===== src/rtl/msrv32_branch_predictor.sv =====
// Direct-mapped table of 2-bit saturating counters giving a registered
// taken/not-taken prediction, with a resolved-outcome update port and mispredict counter.
module msrv32_branch_predictor #(
  parameter int ENTRIES = 64,
  parameter int INDEX_W = 6,
  parameter int CNT_W   = 16
) (
  input  logic             clk_in,
  input  logic             rst_in,
  input  logic             predict_valid_in,
  input  logic [31:0]      pc_in,
  input  logic [4:0]       opcode_6_to_2_in,
  output logic             predict_valid_out,
  output logic             predict_taken_out,
  input  logic             update_valid_in,
  input  logic [31:0]      update_pc_in,
  input  logic             update_taken_in,
  input  logic             update_predicted_in,
  output logic             ready_out,
  output logic [CNT_W-1:0] mispredict_count_out
);

  typedef enum logic [0:0] {
    INIT = 1'b0,
    RUN  = 1'b1
  } state_t;

  state_t               state_r;
  state_t               state_s;
  logic [INDEX_W-1:0]   init_idx_r;
  logic [1:0]           table_r [ENTRIES];

  logic [INDEX_W-1:0]   pred_idx_s;
  logic [INDEX_W-1:0]   upd_idx_s;
  logic [1:0]           upd_cnt_s;
  logic [1:0]           upd_next_s;
  logic                 taken_s;
  logic                 pc_unused_s;

  assign pred_idx_s  = pc_in[INDEX_W+1:2];
  assign upd_idx_s   = update_pc_in[INDEX_W+1:2];
  assign pc_unused_s = ^{pc_in[31:INDEX_W+2], pc_in[1:0],
                         update_pc_in[31:INDEX_W+2], update_pc_in[1:0]};
  assign ready_out   = (state_r == RUN);

  // Next-state: walk the init index once, then stay in RUN until reset
  always_comb begin
    state_s = state_r;
    case (state_r)
      INIT: begin
        if (init_idx_r == INDEX_W'(ENTRIES - 1)) begin
          state_s = RUN;
        end else begin
          state_s = INIT;
        end
      end
      RUN:     state_s = RUN;
      default: state_s = INIT;
    endcase
  end

  // State register and init index
  always_ff @(posedge clk_in) begin
    if (rst_in) begin
      state_r    <= INIT;
      init_idx_r <= '0;
    end else begin
      state_r <= state_s;
      if (state_r == INIT) begin
        init_idx_r <= init_idx_r + INDEX_W'(1);
      end
    end
  end

  // Prediction: jumps always taken, branches use the counter MSB
  always_comb begin
    taken_s = 1'b0;
    case (opcode_6_to_2_in)
      5'b11011, 5'b11001: taken_s = 1'b1;
      5'b11000:           taken_s = table_r[pred_idx_s][1];
      default:            taken_s = 1'b0;
    endcase
  end

  // Saturating counter step for the update port
  always_comb begin
    upd_cnt_s  = table_r[upd_idx_s];
    upd_next_s = upd_cnt_s;
    if (update_taken_in) begin
      if (upd_cnt_s != 2'b11) begin
        upd_next_s = upd_cnt_s + 2'b01;
      end else begin
        upd_next_s = upd_cnt_s;
      end
    end else begin
      if (upd_cnt_s != 2'b00) begin
        upd_next_s = upd_cnt_s - 2'b01;
      end else begin
        upd_next_s = upd_cnt_s;
      end
    end
  end

  // Counter table: no reset, INIT rewrites every entry before use
  always_ff @(posedge clk_in) begin
    if (!rst_in) begin
      if (state_r == INIT) begin
        table_r[init_idx_r] <= 2'b01;
      end else if (update_valid_in) begin
        table_r[upd_idx_s] <= upd_next_s;
      end
    end
  end

  // Registered prediction outputs; reads see the pre-update counter
  always_ff @(posedge clk_in) begin
    if (rst_in) begin
      predict_valid_out <= 1'b0;
      predict_taken_out <= 1'b0;
    end else if (ready_out && predict_valid_in) begin
      predict_valid_out <= 1'b1;
      predict_taken_out <= taken_s;
    end else begin
      predict_valid_out <= 1'b0;
      predict_taken_out <= 1'b0;
    end
  end

  // Saturating mispredict counter
  always_ff @(posedge clk_in) begin
    if (rst_in) begin
      mispredict_count_out <= '0;
    end else if (ready_out && update_valid_in &&
                 (update_taken_in != update_predicted_in) &&
                 (mispredict_count_out != {CNT_W{1'b1}})) begin
      mispredict_count_out <= mispredict_count_out + CNT_W'(1);
    end
  end

endmodule


===== config.mk =====
export PLATFORM = sky130hd
export DESIGN_NAME = msrv32_branch_predictor
export DESIGN_NICKNAME = d
export VERILOG_FILES = /design/src/rtl/msrv32_branch_predictor.sv
export SDC_FILE = /design/constraint.sdc
export NUM_CORES = 1
export LEC_CHECK = 0
export ABC_AREA = 1
export BUFFER_PORTS_ARGS = -buffer_cell sky130_fd_sc_hd__buf_2
export CAP_MARGIN = 20
export CORE_MARGIN = 3
export CORE_UTILIZATION = 55
export DETAILED_ROUTE_END_ITERATION = 8
export GPL_TIMING_DRIVEN = 0
export PLACE_DENSITY = 0.76
export SETUP_SLACK_MARGIN = 0.1
export SLEW_MARGIN = 20
export SYNTH_ARGS = -nofsm -noshare
export SYNTH_HDL_FRONTEND = slang
export SYNTH_SLANG_ARGS = --single-unit
export TNS_END_PERCENT = 5

===== constraint.sdc =====
create_clock -name clk_in -period 5.1 [get_ports clk_in]
set_input_delay 0.765 -clock clk_in [delete_from_list [all_inputs] [get_ports clk_in]]
set_output_delay 0.765 -clock clk_in [all_outputs]
set_load 0.03 [all_outputs]

# ---- Word-level counts from Yosys, hierarchy flattened
# Memories as Yosys holds them, arrays and structs flattened.
# Index checks and enable logic that the tools add are counted.
# Widths: inputs -> output; s select.
dict set report classes {
  n_eq_ne 7
  mux 17
  bitwise 2
  reduce_logical 8
  add_sub_neg 4
}
# cell n
set op_table {}
lappend op_table {{$add 16x1->16 const B} 1}
lappend op_table {{$ne 16x16->1 const B} 1}
lappend op_table {{$eq 5x5->1 const B} 3}
lappend op_table {{$mux 1} 10}
lappend op_table {{$mux 2} 4}
lappend op_table {{$add 6x1->6 const B} 1}
lappend op_table {{$eq 6x6->1 const B} 1}
lappend op_table {{$mux 6} 1}
lappend op_table {{$reduce_or 2->1} 3}
lappend op_table {{$logic_and 1x1->1} 4}
lappend op_table {{$pmux 1 s2} 2}
lappend op_table {{$add 2x1->2 const B} 1}
lappend op_table {{$ne 2x2->1 const B} 1}
lappend op_table {{$not 1->1} 2}
lappend op_table {{$reduce_bool 2->1} 1}
lappend op_table {{$sub 2x1->2 const B} 1}
lappend op_table {{$ne 1x1->1} 1}
dict set report word_totals {
  register_bits 25
  ram_bits 128
  in_bits 75
  n_memories 1
}
# memory words width rd rd_clocked_by_memory_dff wr line_no
set mem_list {}
lappend mem_list {table_r 64 2 2 0 1 31} ;# logic [1:0] table_r [ENTRIES];

# ---- Longest topological paths before layout
dict set report depth {
  ltp_word 6
  mapped_depth 13
  ltp_nobuf 13
}

# ---- Least setup slack after synthesis
# Ideal clock, no wire load.
dict set report synth_timing {
  path_kind {input-to-reg}
  from {in update_pc_in[4]}
  to {mem table_r[0][1], data pin}
  path_slack_ns 1.342
  setup_time_ns 0.501
  path_stages 11
  arrival_time_ns 3.258
  cell_sequence {buf_2 > inv_1 > buf_2 > nand3_1 > nand2_1 > nand2_1 > nand3_1 > nand3_1 > nand2_1 > a21oi_1 > nor2_1}
}
dict set report synth_via {
  elab_chain_cells 5
  word_cells_on_any_way 9
  cone_classes {2 x add/sub; 1 x eq/ne; 4 x mux; 1 x reduce/logical; 1 x memory}
}
# element line_no
set synth_rtl {}
lappend synth_rtl {{start, declared} 16} ;# input logic [31:0] update_pc_in,
lappend synth_rtl {{$mem_v2 64x2 (*)} n/a}
lappend synth_rtl {{$sub 2x1->2 (tied with other cells)} 97} ;# upd_next_s = upd_cnt_s - 2'b01;
lappend synth_rtl {{$mux 2, on equally long branches} {96, 90}}
lappend synth_rtl {{$mux 2 (*)} 89} ;# if (update_taken_in) begin
lappend synth_rtl {{$mux 2 (no source line) (*)} n/a}
lappend synth_rtl {{end, declared} 31}
# Every way passes the cells marked *; elsewhere a longest branch is shown, timed or not.

# ---- Final worst setup path
dict set report layout_timing {
  from {in update_pc_in[2]}
  to {mem table_r[5][0], data pin}
}
# Same word-level chain as after synthesis.

==> results.cfg <==
[worst_hold_path]
hp-class = reg -> reg
hold_depth = 2
min_from = mispredict_count_out[4]

[clock_network]
post_cts_buffers = 0
clk_pin_slew_ns = 0.06
clock_latency_ns = 0.44
cts_tree = done
clock_path_buffers = 2
cts-root-buf = clkbuf_16
htreeDepth = 4
numCtsBuffers = 17
cts-resized-gates = 0
cts.hold.buffers_added = 0
cts.sinks = 153

[timing]
rsz0062_at_grt = no
finalMaxSlewViolations = 0
min_period_ns = 3.15
skew_ns = 0.0195
hold_viol_final = 0
timing.final.crit_share = 0.619
worstMarginPinSlew_ns = 0.797
tns_ns = 0
fmax_ghz = 0.317
slew_headroom = 0.468
holdWs_ns = 0.483
setup_viol = 0

[pwr]
p_int_mw = 2.09
power.density_nw_per_um2 = 323
power.share.clock = 0.437
combPwrFrac = 0.073
p_sw_mw = 0.656
ir_worst_vdd_mv = 0.302
power_leakage_nw = 3.39
p_sw_frac = 0.239
p_seq_frac = 0.490
p_total_mw = 2.74

[final_layout]
final_nets = 989
antennaDiodeCount = 0
area_growth_pct = 13.4
fin_util = 0.656
drive_above_1_share = 0.119

[run]
cap_violations = 0

[logic_synthesis]
synth.most_common_cell = nand2_1
netlist_area_sq_um = 7470
synth-async-reset-ratio = 0
post_synth_num_cell_types = 37
synth_top_area_frac = 0.514
ys.warnings.count = 0
synth_enable_flop_cells = 128
ys_seq_elements = 153
syn_nets = 934
synth_area_leader_cell = edfxtp_1
synth.avg_cell_area_sq_um = 8.72
synth_area_leaders = edfxtp_1 51%, nand2_1 14%, nand3_1 12%
syn_inst = 857
synth_commonest_cells = 279 x nand2_1, 176 x nand3_1, 128 x edfxtp_1
ys.flop_type = edfxtp_1
ys_seq_area_frac = 0.581

[routing]
wl_per_cell_microns = 19.7
vias_per_cell = 5.97
vias = 6553
drc = 0
drtIter0Drc = 1020
ant_nets = 0
dr.pass1.iters = 7
drt-total-wl_mm = 21.7

[critical_path]
endpoint_kind = register
r2r-start = ready_out
cp-startpoint = update_pc_in[2]
critical_path_class = in -> reg
crit_required_ns = 5.05
ff2ff_path_depth = 9
worstPathMaxFanout = 64
worstPathArrival_ns = 3.11
critPathLaunchType = primary input

[global_routing]
gr-usage-all-layers = 0.303
grt_max_degree = 65
grt_pass1_wl_mm = 33.0
grt_pass1_vias = 6037
gr-total-overflow = 0
antenna_found_initial = 0

[place]
dp.final_hpwl_mm = 14.5
io_buffer_count = 35
gp_congestion = 1.02

[die]
dieArea_sq_um = 15000
die_h_microns = 123
io_pins = 94
coreArea_sq_um = 12900
placementRows = 41
die_w_microns = 123
start_util = 0.578

[outcome]
outcome = complete, no violations
[power groups by stage]
stage / registers [mW] / clock network [mW] / logic, mW
after floorplan: 1.37 / 0 / 0.120
after detailed placement: 1.37 / 0 / 0.193
after CTS: 1.34 / 1.21 / 0.194
after global routing: 1.34 / 1.26 / 0.214
final: 1.34 / 1.20 / 0.201
after global placement: 1.37 / 0 / 0.190
[area by class of cell]
| cell class | instances | area [sq um] |
|---|---|---|
| clock buffer | 21 | 492 |
| sequential | 153 | 4340 |
| buffer | 38 | 174 |
| timing repair buffer | 36 | 195 |
| clock inverter | 11 | 82.6 |
| fill | 1093 | 4450 |
| tap | 172 | 215 |
| inverter | 45 | 171 |
| multi-input combinational | 621 | 2810 |
[path summary, 6_finish.rpt]
path	end	slack, ns
worst min-delay path	mispredict_count_out[4]	0.48
worst min register to register	mispredict_count_out[4]	0.48
worst max register to register	table_r[63][0]	2.58
worst max-delay path	table_r[5][0]	1.95
[registers in the layout (all words and copies together) (netlist names)]
signal	cells
table_r	128
mispredict_count_out	16
init_idx_r	6
predict_taken_out	1
predict_valid_out	1
ready_out	1
[worst max-delay path: stages]
cell and delay (ns):
buf_2 0.12, inv_2 0.16, clkbuf_1 0.57, nand2_1 0.11, nand3_1 0.10, nand3_1 0.08, nand2_1 0.13, nand2_1 0.07
nand3_1 0.09, nand3_1 0.11, nand2_1 0.11, nand2_1 0.06, nand2_1 0.09, nand3_4 0.51
[placed cells by master, fill, tap and decap left out, types with 2 or more instances in the layout]
cell type,n
a21oi_1,15
buf_1,2
buf_2,54
buf_4,2
clkbuf_1,15
clkbuf_16,18
clkbuf_8,3
clkinv_2,2
clkinv_4,2
dfxtp_1,25
edfxtp_1,128
ha_1,2
inv_1,40
inv_2,4
inv_4,3
inv_6,4
nand2_1,279
nand3_1,175
nand3_2,3
nand4_1,9
nor2_1,83
nor2_2,2
nor3_1,9
nor4_1,7
o21a_1,2
o21ai_0,12
o21ai_2,5
xor2_1,2
[per-layer routing]
layer	up-vias	GRT usage	share of wire
met5	-	0	0
met4	0	0.173	0.049
li1	3031	-	-
met3	78	0.0751	0.12
met2	428	0.459	0.45
met1	3016	0.399	0.38
[logic make-up (layout without fill, tap and decap cells)]
family | Yosys count | in the layout | synth area share
AND/OR/NAND/NOR | 576 | 576 | 0.334
buffers and inverters | 83 | 151 | 0.0462
flip-flops | 153 | 153 | 0.581
adder cells (fa/ha/maj) | 2 | 2 | 0.00335
AO/OA/AOI/OAI | 40 | 40 | 0.0318
XOR/XNOR | 3 | 3 | 0.00352
[through the flow]
step	area, sq um	cells	setup slack [ns]
floorplan	7470	857	1.34
global placement	7870	1064	-0.858
detailed placement	7910	1065	1.53
CTS	8480	1097	1.99
global route	8480	1097	1.79
finish	8480	1097	1.95
Power figures use the tool's default switching activity.
